<file path="src/rtl/mem_stage_pkg.sv">
// mem_stage_pkg: shared widths, stall encoding, load_sel codes and bus layout for the MEM stage.
package mem_stage_pkg;
    localparam int EX_TO_MEM_WD = 80;
    localparam int MEM_TO_WB_WD = 70;
    localparam int StallBus     = 6;
    localparam logic Stop   = 1'b1;
    localparam logic NoStop = 1'b0;
    localparam logic [3:0] LD_LB  = 4'b0001;
    localparam logic [3:0] LD_LBU = 4'b0010;
    localparam logic [3:0] LD_LH  = 4'b0011;
    localparam logic [3:0] LD_LHU = 4'b0100;
    typedef enum logic {BUF_EMPTY = 1'b0, BUF_FULL = 1'b1} buf_state_e;
    typedef struct packed {
        logic [3:0]  load_sel;
        logic [31:0] pc;
        logic        data_ram_en;
        logic [3:0]  data_ram_wen;
        logic        sel_rf_res;
        logic        rf_we;
        logic [4:0]  rf_waddr;
        logic [31:0] ex_result;
    } ex_to_mem_t;
endpackage

</file>
<file path="src/rtl/load_align.sv">
// load_align: picks the byte/halfword/word out of an SRAM read word and sign/zero extends it.
module load_align
    import mem_stage_pkg::*;
(
    input  logic [31:0] rdata,
    input  logic [1:0]  addr,
    input  logic [3:0]  load_sel,
    output logic [31:0] data
);
    logic [7:0]  b;
    logic [15:0] h;
    always_comb begin
        b = addr[1] ? (addr[0] ? rdata[31:24] : rdata[23:16])
                    : (addr[0] ? rdata[15:8]  : rdata[7:0]);
        h = addr[1] ? rdata[31:16] : rdata[15:0];
        data = load_sel == LD_LB  ? {{24{b[7]}}, b}  :
               load_sel == LD_LBU ? {24'b0, b}       :
               load_sel == LD_LH  ? {{16{h[15]}}, h} :
               load_sel == LD_LHU ? {16'b0, h}       : rdata;
    end
endmodule

</file>
<file path="src/rtl/mem_stage.sv">
// mem_stage: MIPS memory stage; registers the EX bus, aligns load data, drives WB bus and ID forwarding.
// MEM_LOAD_BUF_EN adds a one-entry buffer that keeps load data stable across MEM stalls.
module mem_stage
    import mem_stage_pkg::*;
(
    input  logic                    clk,
    input  logic                    rst,
    input  logic [StallBus-1:0]     stall,
    input  logic [EX_TO_MEM_WD-1:0] ex_to_mem_bus,
    input  logic [31:0]             data_sram_rdata,
    output logic [MEM_TO_WB_WD-1:0] mem_to_wb_bus,
    output logic [37:0]             mem_to_id
);
    ex_to_mem_t ex_q;
    logic is_load;
    logic hold;
    logic [31:0] rdata_sel;
    logic [31:0] ld_data;
    logic [31:0] rf_wdata;
    logic unused_stall;

    assign unused_stall = ^{stall[5], stall[2:0]};
    assign hold = stall[3] == Stop && stall[4] == Stop;

    always_ff @(posedge clk or posedge rst) begin
        if (rst) ex_q <= '0;
        else if (stall[3] == Stop && stall[4] == NoStop) ex_q <= '0;
        else if (stall[3] == NoStop) ex_q <= ex_to_mem_bus;
    end

    assign is_load = ex_q.data_ram_en && ex_q.data_ram_wen == 4'b0000 && ex_q.sel_rf_res;

`ifdef MEM_LOAD_BUF_EN
    buf_state_e state_q, state_d;
    logic fresh_q;
    logic [31:0] buf_q, buf_d;
    logic capture;

    always_ff @(posedge clk or posedge rst) begin
        if (rst) begin
            state_q <= BUF_EMPTY;
            fresh_q <= 1'b0;
            buf_q   <= '0;
        end else begin
            state_q <= state_d;
            fresh_q <= stall[3] == NoStop;
            buf_q   <= buf_d;
        end
    end

    // capture only in the first MEM cycle of a load, when the SRAM word is known valid
    always_comb begin
        capture = state_q == BUF_EMPTY && is_load && fresh_q && hold;
        state_d = capture ? BUF_FULL : (state_q == BUF_FULL && !hold) ? BUF_EMPTY : state_q;
        buf_d   = capture ? data_sram_rdata : buf_q;
    end

    assign rdata_sel = state_q == BUF_FULL ? buf_q : data_sram_rdata;
`else
    assign rdata_sel = data_sram_rdata;
`endif

    load_align u_align (
        .rdata    (rdata_sel),
        .addr     (ex_q.ex_result[1:0]),
        .load_sel (ex_q.load_sel),
        .data     (ld_data)
    );

    assign rf_wdata      = is_load ? ld_data : ex_q.ex_result;
    assign mem_to_id     = {ex_q.rf_we, ex_q.rf_waddr, rf_wdata};
    assign mem_to_wb_bus = {ex_q.pc, mem_to_id};
endmodule

</file>
<file path="config.mk">
export PLATFORM = sky130hd
export DESIGN_NAME = mem_stage
export DESIGN_NICKNAME = d
export VERILOG_FILES = /design/src/rtl/mem_stage_pkg.sv /design/src/rtl/load_align.sv /design/src/rtl/mem_stage.sv
export SDC_FILE = /design/constraint.sdc
export NUM_CORES = 1
export LEC_CHECK = 0
export ABC_AREA = 0
export CAP_MARGIN = 10
export CELL_PAD_IN_SITES_DETAIL_PLACEMENT = 0
export CELL_PAD_IN_SITES_GLOBAL_PLACEMENT = 1
export CORE_ASPECT_RATIO = 0.7
export CORE_MARGIN = 5
export CORE_UTILIZATION = 34
export DETAILED_ROUTE_END_ITERATION = 8
export GPL_ROUTABILITY_DRIVEN = 0
export PLACE_DENSITY_LB_ADDON = 0.1
export RECOVER_POWER = 100
export SETUP_SLACK_MARGIN = 0.5
export SYNTH_ARGS = -nofsm -noshare
export SYNTH_HDL_FRONTEND = slang
export SYNTH_HIERARCHICAL = 1
export SYNTH_SLANG_ARGS = --single-unit
</file>
<file path="constraint.sdc">
create_clock -name clk -period 7.15 [get_ports clk]
set_clock_uncertainty 0.2 [all_clocks]
set_input_delay 1.43 -clock clk [delete_from_list [all_inputs] [get_ports clk]]
set_output_delay 1.43 -clock clk [all_outputs]
set_load 0.02 [all_outputs]
</file>
==> flow_summary.toml <==
[sta]
max_freq_mhz = 157
rsz0062_at_grt = "no"
worst-slew-pin-transition_ns = 3.66
fin_hold_ws_ns = 0.270
final_period_minus_worst_setup_slack_ns = 6.39
final_hold_vio_count = 0
slew-limit-headroom = -1.45
period_utilisation_layout = 0.894
setup_total_negative_slack_ns = 0
report.final.slew_viol_count = 181
finalSetupViolCount = 0

[logic_synthesis]
synth_seq_cells = 80
synth.net_count = 728
synthesis.area_per_instance_sq_um = 8.99
synth.most_common_cell = "sky130_fd_sc_hd__o21ai_0"
portion_of_synthesized_cell_area_occupied_by_the_leading_cell_type = 0.366
synth_common_cells = "sky130_fd_sc_hd__o21ai_0, sky130_fd_sc_hd__buf_4, sky130_fd_sc_hd__inv_1"
ys_types = 39
synth_area_leader_cell = "sky130_fd_sc_hd__dfrtp_1"
ys_warn_count = 6
postSynthCellCount = 608
synth-main-ff-cell = "sky130_fd_sc_hd__dfrtp_1"
post_synth_instance_area_sq_mm = 0.00547
proportion_of_synthesized_chip_area_in_sequential_cells = 0.366
postSynth.asyncResetShare = 1.00
ys_top_cells_by_area = "sky130_fd_sc_hd__dfrtp_1, sky130_fd_sc_hd__buf_4, sky130_fd_sc_hd__o21ai_0"
synth_edf_count = 0

[floorplan]
die-area_sq_mm = 0.0188
floorplan.die.height_um = 116
design.core.area_sq_mm = 0.0156
initial_core_utilization = 0.350
core.rowCount = 38
io_pins = 228
die_width_um = 162

[final_layout]
area_of_combinational_cells_with_multiple_inputs_sq_mm = 0.00229
seq_area_sq_mm = 0.00200
antennaDiodeCount = 0
finalNetCount = 843
finish.instance_area_sq_mm = 0.00740
fin_util = 0.473
area_grow_syn2layout_pct = 35.3
layout_cell_share_with_drive_strength_beyond_1 = 0.0852
filler_cell_count = 1509

[global_route]
grt_antenna_before_repair = 0
grt_usage = 0.168
grt_first_pass_wirelength_mm = 25.2
grt_pass1_vias = 4610
grt_max_degree = 81
globalRoute.totalOverflow = 0

[setup_path]
crit_fanout = 24
data_arrival_time_of_the_worst_path_ns = 4.76
rr_startpoint = "ex_q[78]"
r2r_setup_slack_ns = 5.86
critical_path_class = "input pin to primary output"
setup.worst_path.start = "data_sram_rdata[23]"
worst_setup_sp_type = "input pin"
cp.required_ns = 5.52
type_of_element_capturing_the_critical_path = "primary output"

[min_path]
min-delay-start = "mem_to_wb_bus[67]"
worst_hold_path_class = "register to register"

[routing]
detail_route.drc_violations = 0
first_pass_iters = 7
via_count = 4565
drt_wl_total_mm = 16.0
routedWlPerCell_um = 17.3
ant_nets = 0
vias_per_cell = 4.92
starting_drc_count_in_detailed_routing = 257

[clocking]
htree_num_levels = 3
clk_latency_ns = 0.34
root_buffer = "sky130_fd_sc_hd__clkbuf_16"
post_cts_clock_slew_at_the_launch_and_capture_registers_of_the_worst_setup_and_hold_paths_ns = 0.07
cts_sinks = 80
cts_setup_buffers = 0
cts_buffers = 9
max-clock-path-buffers = 2
cts_resized = 0
cts_hold_buf = 0
tritoncts = "built"

[place]
dpl-instance-area_sq_mm = 0.00714
dpl_hpwl_mm = 11.8
io_buffers = 223

[pwr]
power_per_cell_area_mw_per_mm2 = 183
ir_worst_vdd_v = 0.0000893
p_leak_uw = 0.00338
fin_total_pwr_uw = 1360

[outcome]
violations = "capacitance limit, slew limit"
status = "finished, violations left"

[flow_run]
cap_viol_max_count = 4
## worst paths after layout
path	to	cells after the start
min reg2reg	mem_to_wb_bus[67]	2
max in group asynchronous	ex_q[4]	2
min in group asynchronous	mem_to_wb_bus[42]	2
min	mem_to_wb_bus[67]	2
max reg2reg	ex_q[78]	2
max	mem_to_wb_bus[14]	6
## stage by stage
step	setup WS, ns	std cells
2_1_floorplan	2.75	608
3_3_place_gp	1.62	912
3_5_place_dp	1.59	912
4_1_cts	1.57	928
5_1_grt	0.748	928
6_report	0.761	928
## worst max-delay path, cell delays in order
cell                              delay [ns]
sky130_fd_sc_hd__clkdlybuf4s50_1        0.57
sky130_fd_sc_hd__mux4_2                 0.29
sky130_fd_sc_hd__nand4b_1               0.94
sky130_fd_sc_hd__o211ai_1               0.61
sky130_fd_sc_hd__mux2_4                 0.24
sky130_fd_sc_hd__dlygate4sd3_1          0.67
## placed cells by master, fill, tap and decap left out, drive strengths merged, types with 2 or more instances in the layout
cell type	n
o21ai	95
mux4	8
clkdlybuf4s50	117
buf	3
clkbuf	10
nand2	39
clkinvlp	2
o31ai	17
dlygate4sd3	105
and3b	2
o211ai	30
inv	85
dfrtp	80
a21boi	16
mux2	33
nor2	19
and2	2
nand3	50
## registers in the layout, summed over array words and instances (netlist names)
signal and flops:
mem_to_id 6, ex_q 42, mem_to_wb_bus 32
## cell families (layout without fill, tap and decap cells)
family | after synthesis | count (layout) | share of synthesized area
simple gates | 121 | 121 | 0.110
compound gates | 161 | 161 | 0.183
flops | 80 | 80 | 0.366
xor+xnor | 2 | 2 | 0.00458
mux | 41 | 41 | 0.127
buf+inv | 203 | 323 | 0.209
## power by group
group | leakage, uW | internal, uW | switching [uW]
Clock | 0.000144 | 247 | 216
Combinational | 0.00223 | 186 | 196
Sequential | 0.00101 | 485 | 26.2
Total | 0.00338 | 919 | 438
## cell type report
type                            instances  share of cell area
Inverter                               81              0.0413
Timing Repair Buffer                  226               0.304
Clock inverter                          7             0.00981
Clock buffer                            9              0.0305
Multi-Input combinational cell        325               0.310
Sequential cell                        80               0.271
Tap cell                              200              0.0338
## per-layer routing
metal / part of all wire / track usage / vias to the layer above
li1: - / - / 2210
met1: 0.47 / 0.236 / 2124
met2: 0.43 / 0.254 / 214
met3: 0.086 / 0.0561 / 17
met4: 0.011 / 0.0375 / 0
met5: 0 / 0 / -
Power figures use the tool's default switching activity.
